[src/rtl/gsim_result_collector.sv]
// Gauss-Seidel result collector: reorders stride-4 solver frames into natural order through a ping-pong bank pair.
// Optional build macro GSIM_COLLECT_ROUND_EN selects round-half-up instead of truncation on the Q16.16 conversion.
module gsim_result_collector #(
    parameter int OUT_W    = 16,
    parameter int OUT_FRAC = 8
) (
    input  logic             clk,
    input  logic             reset,
    input  logic             in_valid,
    input  logic [31:0]      in_data,
    output logic             out_valid,
    input  logic             out_ready,
    output logic [OUT_W-1:0] out_data,
    output logic [3:0]       out_index,
    output logic             out_last,
    output logic             out_sat,
    output logic             frame_drop
);

    localparam int SHIFT = 16 - OUT_FRAC;
    localparam logic signed [32:0] MAX_V = (33'sd1 <<< (OUT_W - 1)) - 33'sd1;
    localparam logic signed [32:0] MIN_V = -(33'sd1 <<< (OUT_W - 1));
    // Half an output LSB; collapses to zero when no bits are shifted out.
    localparam logic [32:0] RND = (33'd1 << SHIFT) >> 1;

    typedef enum logic {IDLE, STREAM} rd_state_t;

    // Each entry is {sat, data}; contents survive reset.
    logic [OUT_W:0] mem [0:1][0:15];

    logic [3:0]  wcnt;
    logic        wbank;
    logic        keep;
    logic [1:0]  full, full_n;
    logic        bank_free, wr_en, wr_done;

    rd_state_t   state, state_n;
    logic [3:0]  rcnt, rcnt_n;
    logic        rbank, rbank_n;
    logic        rel;
    logic        ld_en, ld_bank;
    logic [3:0]  ld_addr;
    logic [OUT_W:0] ld_word;
    logic             out_valid_n, out_last_n, out_sat_n;
    logic [OUT_W-1:0] out_data_n;
    logic [3:0]       out_index_n;

    logic signed [32:0] ext, shifted;
    logic [OUT_W:0]     conv;

    always_comb begin
        ext = {in_data[31], in_data};
`ifdef GSIM_COLLECT_ROUND_EN
        ext = ext + $signed(RND);
`endif
        shifted = ext >>> SHIFT;
        if (shifted > MAX_V)
            conv = {1'b1, MAX_V[OUT_W-1:0]};
        else if (shifted < MIN_V)
            conv = {1'b1, MIN_V[OUT_W-1:0]};
        else
            conv = {1'b0, shifted[OUT_W-1:0]};
    end

    // A bank being released on this very edge counts as free for a new frame.
    assign bank_free = !full[wbank] || (rel && (rbank == wbank));
    assign wr_en     = in_valid && ((wcnt == 4'd0) ? bank_free : keep);
    assign wr_done   = wr_en && (wcnt == 4'd15);

    always_comb begin
        full_n = full;
        if (rel)     full_n[rbank] = 1'b0;
        if (wr_done) full_n[wbank] = 1'b1;
    end

    always_ff @(posedge clk or posedge reset) begin
        if (reset) begin
            wcnt       <= '0;
            wbank      <= 1'b0;
            keep       <= 1'b0;
            full       <= '0;
            frame_drop <= 1'b0;
        end else begin
            full       <= full_n;
            frame_drop <= in_valid && (wcnt == 4'd0) && !bank_free;
            if (in_valid) begin
                wcnt <= wcnt + 4'd1;
                if (wcnt == 4'd0) keep <= bank_free;
            end
            if (wr_done) wbank <= ~wbank;
        end
    end

    // Word k lands at natural index 4*(k mod 4) + k/4.
    always_ff @(posedge clk) begin
        if (wr_en) mem[wbank][{wcnt[1:0], wcnt[3:2]}] <= conv;
    end

    assign ld_word = mem[ld_bank][ld_addr];

    always_comb begin
        state_n     = state;
        rcnt_n      = rcnt;
        rbank_n     = rbank;
        rel         = 1'b0;
        ld_en       = 1'b0;
        ld_bank     = rbank;
        ld_addr     = 4'd0;
        out_valid_n = out_valid;
        out_data_n  = out_data;
        out_index_n = out_index;
        out_last_n  = out_last;
        out_sat_n   = out_sat;
        case (state)
            IDLE: begin
                if (full[rbank]) begin
                    state_n = STREAM;
                    ld_en   = 1'b1;
                end
            end
            STREAM: begin
                if (out_ready) begin
                    if (rcnt == 4'd15) begin
                        rel     = 1'b1;
                        rbank_n = ~rbank;
                        if (full[~rbank]) begin
                            ld_en   = 1'b1;
                            ld_bank = ~rbank;
                        end else begin
                            state_n     = IDLE;
                            out_valid_n = 1'b0;
                            out_last_n  = 1'b0;
                        end
                    end else begin
                        ld_en   = 1'b1;
                        ld_addr = rcnt + 4'd1;
                    end
                end
            end
            default: state_n = IDLE;
        endcase
        if (ld_en) begin
            rcnt_n      = ld_addr;
            out_valid_n = 1'b1;
            out_data_n  = ld_word[OUT_W-1:0];
            out_sat_n   = ld_word[OUT_W];
            out_index_n = ld_addr;
            out_last_n  = (ld_addr == 4'd15);
        end
    end

    always_ff @(posedge clk or posedge reset) begin
        if (reset) begin
            state     <= IDLE;
            rcnt      <= '0;
            rbank     <= 1'b0;
            out_valid <= 1'b0;
            out_data  <= '0;
            out_index <= '0;
            out_last  <= 1'b0;
            out_sat   <= 1'b0;
        end else begin
            state     <= state_n;
            rcnt      <= rcnt_n;
            rbank     <= rbank_n;
            out_valid <= out_valid_n;
            out_data  <= out_data_n;
            out_index <= out_index_n;
            out_last  <= out_last_n;
            out_sat   <= out_sat_n;
        end
    end

endmodule

[config.mk]
export PLATFORM = sky130hd
export DESIGN_NAME = gsim_result_collector
export DESIGN_NICKNAME = d
export VERILOG_FILES = /design/src/rtl/gsim_result_collector.sv
export SDC_FILE = /design/constraint.sdc
export NUM_CORES = 1
export LEC_CHECK = 0
export ABC_AREA = 1
export BUFFER_PORTS_ARGS = -buffer_cell sky130_fd_sc_hd__buf_2
export CORE_ASPECT_RATIO = 1.2
export CORE_MARGIN = 8
export CORE_UTILIZATION = 30
export CTS_CLUSTER_DIAMETER = 120
export DETAILED_ROUTE_END_ITERATION = 10
export GPL_TIMING_DRIVEN = 0
export PLACE_DENSITY = 0.52
export RECOVER_POWER = 25
export SYNTH_ARGS = -nofsm -noshare
export SYNTH_HDL_FRONTEND = slang
export SYNTH_SLANG_ARGS = --single-unit
[constraint.sdc]
create_clock -name clk -period 3.64 [get_ports clk]
set_input_delay 0.728 -clock clk [delete_from_list [all_inputs] [get_ports clk]]
set_output_delay 0.728 -clock clk [all_outputs]
set_load 0.02 [all_outputs]
==> results.py, run 1 <==
metrics = {
    "final_layout": {
        "drive_above_1_share_pct": 11.04,
        "post-route-cell-area_um2": 29690,
        "finalNonFillerCells": 3721,
        "area_growth_pct": 16.44,
        "insertedDiodeCount": 0,
        "fin_nets": 2589,
        "final.fill_count": 8476,
        "final_util_pct": 35.14,
    },
    "global_route": {
        "first_global_vias": 17863,
        "grt_first_pass_wirelength_um": 126500,
        "track_usage_pct": 18.52,
        "antenna_found_initial": 1,
        "gr-total-overflow": 0,
        "grt_max_degree": 35,
    },
    "floorplanning": {
        "initial_core_util_pct": 30.18,
        "num_rows": 117,
        "dieWidth_um": 282.1,
        "io_pins": 60,
        "dieArea_um2": 94610,
        "core-area_um2": 84470,
        "dieHeight_um": 335.3,
    },
    "synthesis": {
        "yosys.area_share.simple_pct": 24.37,
        "synth_compound_area_share_pct": 0.2748,
        "ys_seq_area_share_pct": 67.41,
        "synthMuxAreaShare_pct": 0,
        "synth_top_family_by_area": "simple AND/OR/NAND/NOR gates",
        "ys_ff_latch": 578,
        "syn-cell-area_um2": 25500,
        "synth_nets": 2441,
        "ys.flop_type": "edfxtp_1",
        "synthAdderAreaFrac_pct": 0.2454,
        "async_flop_share_pct": 5.882,
        "yosysUniqueCellTypes": 29,
        "postSynthCellCount": 2400,
        "synth_xor_area_share_pct": 0.1718,
        "synth_edf_count": 544,
        "yosysWarnings": 0,
        "postSynthAreaPerCell_um2": 10.62,
    },
    "clocking": {
        "cts.clk_slew.worst_paths_ps": 60,
        "cts_made_buffers": 56,
        "cts.sink_count": 578,
        "clock_path_buffers": 3,
        "postCtsResizedCells": 0,
        "tritoncts": "done",
        "post-cts-setup-buffers": 0,
        "cts-root-buf": "clkbuf_16",
        "worstSkewPairLatency_ps": 630,
        "cts_hold_buf": 0,
        "cts_max_level": 2,
    },
    "run": {
        "cap_violations": 6,
    },
    "sta": {
        "clock.fmax_mhz": 293.3,
        "rsz0062_at_grt": "no",
        "holdWs_ps": 318.9,
        "drv_slew": 165,
        "fin_crit_sh_pct": 93.68,
        "worstMarginPinSlew_ps": 2138,
        "report.final.hold_viol_count": 0,
        "fin_crit_ps": 3410,
        "setup_viol": 0,
        "slew-limit-headroom_pct": -42.54,
        "finClkSkew_ps": 16.00,
    },
    "routing": {
        "wl_per_cell_um": 24.02,
        "dr.first_iter.drc_count": 1752,
        "wl_met1_um": 34070,
        "wl_met2_um": 43850,
        "remaining_drc_errors": 0,
        "via_per_inst": 4.966,
        "first_pass_iters": 7,
        "via_count": 18479,
        "antenna_left": 0,
        "routed_wl_um": 89360,
        "wl_met3_um": 5637,
        "routed.top_layer": "met4",
    },
    "setup_path": {
        "worst_setup_path_start_kind": "register",
        "critPathCaptureType": "register",
        "cp.required_ps": 4200,
        "critPathMaxFanout": 10,
        "worstPathArrival_ps": 3970,
        "worstSetupPathType": "reg -> reg",
    },
    "place": {
        "place_congestion": 0.9648,
        "port-buffer-count": 51,
        "place_area_um2": 27970,
        "dpl.hpwl_um": 62870,
        "place_inst": 3619,
    },
    "run_status": {
        "outcome": "finished with violations",
        "failed_checks": "max-capacitance violations, max-slew violations",
    },
    "pwr": {
        "ir_drop_mv": 0.4080,
        "p_leak_nw": 11.71,
        "powerDensity_nw_per_um2": 707.2,
    },
    "hold_path": {
        "hold_path_class": "in -> reg",
    },
}
==> flip-flops by register name, summed over array words and instances (netlist names) <==
register / count
frame_drop: 1
out_last: 1
keep: 1
mem: 544
wcnt: 4
out_sat: 1
out_valid: 1
wbank: 1
out_data: 16
rbank: 1
rcnt: 4
full: 2
state: 1
==> synth_stat cells, drive strengths merged (6+ instances only) <==
master | count | area share, %
edfxtp | 544 | 64
buf | 99 | 2.1
nor2 | 50 | 0.80
inv | 316 | 4.7
clkbuf | 51 | 0.75
nand3b | 115 | 3.4
a21oi | 6 | 0.12
nand2 | 569 | 8.4
dfrtp | 34 | 3.3
nand3 | 588 | 12
==> cell families (layout without fill, tap and decap cells) <==
family | count (synthesis) | count (layout)
buffers and inverters | 468 | 659
adder cells (fa/ha/maj) | 5 | 5
AO/OA/AOI/OAI | 13 | 13
AND/OR/NAND/NOR | 1331 | 1331
XOR/XNOR | 5 | 5
flip-flops | 578 | 578
==> metal layers <==
| metal | GRT usage (%) | up-vias |
|---|---|---|
| met5 | 0 | - |
| li1 | - | 8396 |
| met4 | 10.55 | 0 |
| met1 | 22.08 | 9117 |
| met3 | 2.529 | 213 |
| met2 | 31.84 | 753 |
==> worst paths after layout <==
| path | end | slack, ps | cells past startpoint | start |
|---|---|---|---|---|
| worst max-delay path | out_data[1]$_DFFE_PP0P_ | 230 | 14 | rcnt[0]$_DFFE_PP0P_ |
| worst min-delay path | state$_DFF_PP0_ | 320 | 2 | out_ready |
| worst max register to register | out_data[1]$_DFFE_PP0P_ | 230 | 14 | rcnt[0]$_DFFE_PP0P_ |
| worst min register to register | keep$_DFFE_PP0P_ | 490 | 2 | keep$_DFFE_PP0P_ |
| max in group asynchronous | out_data[3]$_DFFE_PP0P_ | 2240 | 2 | reset |
| min in group asynchronous | wcnt[3]$_DFFE_PP0P_ | 530 | 2 | reset |
==> critical path, cell delays in order, from the launching register on <==
cell and delay [ps]:
dfrtp_1 440, ha_1 250, nand2_1 130, nor2_4 60, inv_1 60, nand2_1 60, nor2_1 530, buf_2 450
buf_2 340, nand3_1 130, nand3_1 180, nand3_1 170, nand2_1 320, nand2_1 90, nand3_1 120
==> through the flow <==
stage	power (W)	setup slack (ps)	setup TNS, ps
3_3_place_gp	0.01503	-1212	-207640
5_1_grt	0.02182	116.7	0
6_report	0.02099	230.2	0
3_5_place_dp	0.01519	-53.14	-2948
2_1_floorplan	0.01207	690.8	0
4_1_cts	0.02100	350.7	0
==> area by class of cell <==
type | count | area (µm²) | share of cell area [%]
plain buffers | 150 | 726.9 | 2.449
well taps | 1130 | 1414 | 4.763
flip-flops and latches | 578 | 17190 | 57.89
clock inverters | 29 | 256.5 | 0.8640
inverters | 318 | 1194 | 4.021
clock buffers | 72 | 1544 | 5.201
multi-input cells | 1354 | 6494 | 21.87
repair buffers | 90 | 870.8 | 2.933
==> power by group <==
group | switching (W) | total, W | internal [W]
logic | 0.00543 | 0.00729 | 0.00187
clock network | 0.00257 | 0.00584 | 0.00327
registers | 0.000247 | 0.00786 | 0.00762
total | 0.00824 | 0.0210 | 0.0128
==> cells in the final DEF (no fill, tap or decap), types with 6 or more instances in the layout <==
| master | count |
|---|---|
| nor2_1 | 18 |
| clkbuf_1 | 89 |
| nand2_2 | 7 |
| buf_1 | 7 |
| buf_8 | 22 |
| clkinv_1 | 11 |
| nor2_2 | 28 |
| clkbuf_16 | 58 |
| nand2_1 | 562 |
| buf_16 | 8 |
| nand3_1 | 587 |
| clkinv_2 | 12 |
| inv_1 | 309 |
| a21oi_1 | 6 |
| edfxtp_1 | 544 |
| buf_2 | 105 |
| dfrtp_1 | 34 |
| inv_2 | 7 |
| buf_6 | 9 |
| buf_4 | 7 |
| nand3b_1 | 115 |
No activity file was read; power rests on OpenSTA's default activity.
==> run 2: changes to the inputs <==
--- a/config.mk
+++ b/config.mk
@@ -13,6 +13,7 @@
 export CTS_CLUSTER_DIAMETER = 120
 export DETAILED_ROUTE_END_ITERATION = 10
 export GPL_TIMING_DRIVEN = 0
+export MAX_ROUTING_LAYER = met4
 export PLACE_DENSITY = 0.52
 export RECOVER_POWER = 25
 export SYNTH_ARGS = -nofsm -noshare
==> constraint.sdc (replaced) <==
create_clock -name clk -period 3.64 [get_ports clk]
set_input_delay 0.728 -clock clk [delete_from_list [all_inputs] [get_ports clk]]
set_output_delay 0.728 -clock clk [all_outputs]
set_load 0.05 [all_outputs]
==> run 2 against run 1 <==
- the flow still finishes with violations (max-capacitance violations, max-slew violations)
- combinational power grew 3.8%
- clock-buffer cell count shrank 5
- global-route usage grew 0.41 points
- largest cell class unchanged
==> results.py, run 2 (synthesized netlist as in run 1, its figures left out) <==
metrics = {
    "pwr": {
        "powerDensity_nw_per_um2": 711.8,
        "p_leak_nw": 11.73,
        "p_clk_share_pct": 27.2,
        "pwr-share-seq_pct": 37.0,
        "p_sw_w": 0.008485,
        "netSwitchingFraction_pct": 40.06,
        "p_int_w": 0.01269,
        "combPwrFrac_pct": 35.7,
        "ir_drop_mv": 0.5194,
    },
    "setup_path": {
        "r2r_end": "out_data[13]$_DFFE_PP0P_",
        "worst_setup_path_start_kind": "register",
        "cp.required_ps": 4150,
        "critPathCaptureType": "register",
        "reg2reg_depth": 10,
        "worstPathArrival_ps": 4020,
        "ff2ff_setup_slack_ps": 130,
        "critPathMaxFanout": 10,
        "worstSetupPathType": "reg -> reg",
        "rr_startpoint": "rcnt[0]$_DFFE_PP0P_",
    },
    "routing": {
        "via_per_inst": 4.944,
        "first_pass_iters": 5,
        "routed_wl_um": 88600,
        "remaining_drc_errors": 0,
        "via_count": 18413,
        "dr.first_iter.drc_count": 1736,
        "antenna_left": 0,
        "wl_per_cell_um": 23.79,
    },
    "sta": {
        "rsz0062_at_grt": "no",
        "slew-limit-headroom_pct": -37.11,
        "holdWs_ps": 296.3,
        "finClkSkew_ps": 23.68,
        "clock.fmax_mhz": 285.0,
        "report.final.hold_viol_count": 0,
        "fin_crit_sh_pct": 96.41,
        "fin_ws_ps": 130.8,
        "drv_slew": 200,
        "fin_crit_ps": 3509,
        "setup_viol": 0,
        "worstMarginPinSlew_ps": 2057,
    },
    "clocking": {
        "cts-root-buf": "clkbuf_16",
        "cts_hold_buf": 0,
        "clock_path_buffers": 3,
        "cts_made_buffers": 55,
        "post-cts-setup-buffers": 0,
        "cts.clk_slew.worst_paths_ps": 70,
        "cts.sink_count": 578,
        "worstSkewPairLatency_ps": 640,
        "cts_max_level": 2,
        "postCtsResizedCells": 0,
        "tritoncts": "done",
    },
    "global_route": {
        "first_global_vias": 17701,
        "grt.met2_usage_pct": 32.37,
        "grt_first_pass_wirelength_um": 125500,
        "grt_use_met3_pct": 2.001,
        "gr-total-overflow": 0,
        "track_usage_pct": 18.93,
        "antenna_found_initial": 0,
        "grtUsageMet1_pct": 22.00,
        "grt_max_degree": 35,
        "top_usage_layer": "met2",
    },
    "hold_path": {
        "hold_path_end": "state$_DFF_PP0_",
        "min-delay-start": "out_ready",
        "hold_path_depth": 2,
        "hold_path_class": "in -> reg",
    },
    "final_layout": {
        "largest_register_ff_count": 544,
        "finalNonFillerCells": 3724,
        "fin_nets": 2589,
        "final_cell_mix": "nand3_1, nand2_1, edfxtp_1",
        "insertedDiodeCount": 0,
        "final_common_cell": "nand3_1",
        "drive_above_1_share_pct": 10.95,
        "post-route-cell-area_um2": 29760,
        "area_growth_pct": 16.71,
    },
    "floorplanning": {
        "dieArea_um2": 94610,
        "dieWidth_um": 282.1,
        "dieHeight_um": 335.3,
        "core-area_um2": 84470,
        "num_rows": 117,
        "io_pins": 60,
        "initial_core_util_pct": 30.18,
    },
    "place": {
        "dpl.hpwl_um": 63560,
        "dpl_worst_slack_ps": -86.68,
        "place_area_um2": 28110,
        "place_inst": 3621,
        "place_congestion": 0.9522,
        "port-buffer-count": 51,
    },
    "run_status": {
        "outcome": "finished with violations",
        "failed_checks": "max-capacitance violations, max-slew violations",
    },
    "run": {
        "cap_violations": 6,
    },
}
run 2: per-layer routing:
layer / vias to the layer above / wire (µm)
li1: 8404 / -
met1: 9039 / 33650
met2: 776 / 44410
met3: 194 / 5428
met4: 0 / 5112
met5: - / 0
run 2: area by class of cell:
type	count	area, µm²
buffer	150	726.9
clock buffer	67	1421
clock inverter	36	330.3
fill	8461	54710
inverter	318	1194
multi-input combinational	1354	6484
sequential	578	17190
tap	1130	1414
timing repair buffer	91	999.7
run 2: worst max-delay path, stage by stage, from the launching register on:
cell and delay, ps:
dfrtp_1 440, ha_1 330, nand2_1 380, inv_2 290, buf_2 330, buf_1 620
nand3_1 400, nand3_1 310, nand2_1 80, nand2_1 110, nand3_1 80
run 2: how the worst max path moves through the flow:
stage	start	endpoint	slack, ps	cells after the start
floorplan	rcnt[0]$_DFFE_PP0P_	mem[0][255]$_DFFE_PP_	460	9
global placement	out_ready	mem[1][270]$_DFFE_PP_	-1280	7
detailed placement	out_ready	out_data[13]$_DFFE_PP0P_	-90	12
CTS	rcnt[0]$_DFFE_PP0P_	out_data[13]$_DFFE_PP0P_	220	10
global route	rcnt[1]$_DFFE_PP0P_	mem[0][5]$_DFFE_PP_	100	13
finish	rcnt[0]$_DFFE_PP0P_	out_data[13]$_DFFE_PP0P_	130	10
run 2: through the flow:
stage / util (%) / power [W] / TNS [ps]
after floorplan: - / 0.01234 / 0
after global placement: 32.16 / 0.01533 / -194430
after detailed placement: 33.28 / 0.01550 / -86.68
after CTS: 35.35 / 0.02126 / 0
after global routing: 35.23 / 0.02199 / 0
final: 35.23 / 0.02118 / 0
run 2: power by group through the flow:
stage                     Sequential, W  Combinational (W)  Clock, W
final                           0.00784            0.00757   0.00577
after global routing            0.00786            0.00804   0.00609
after global placement          0.00798            0.00736         0
after floorplan                 0.00831            0.00404         0
after CTS                       0.00783            0.00757   0.00586
after detailed placement        0.00797            0.00753         0
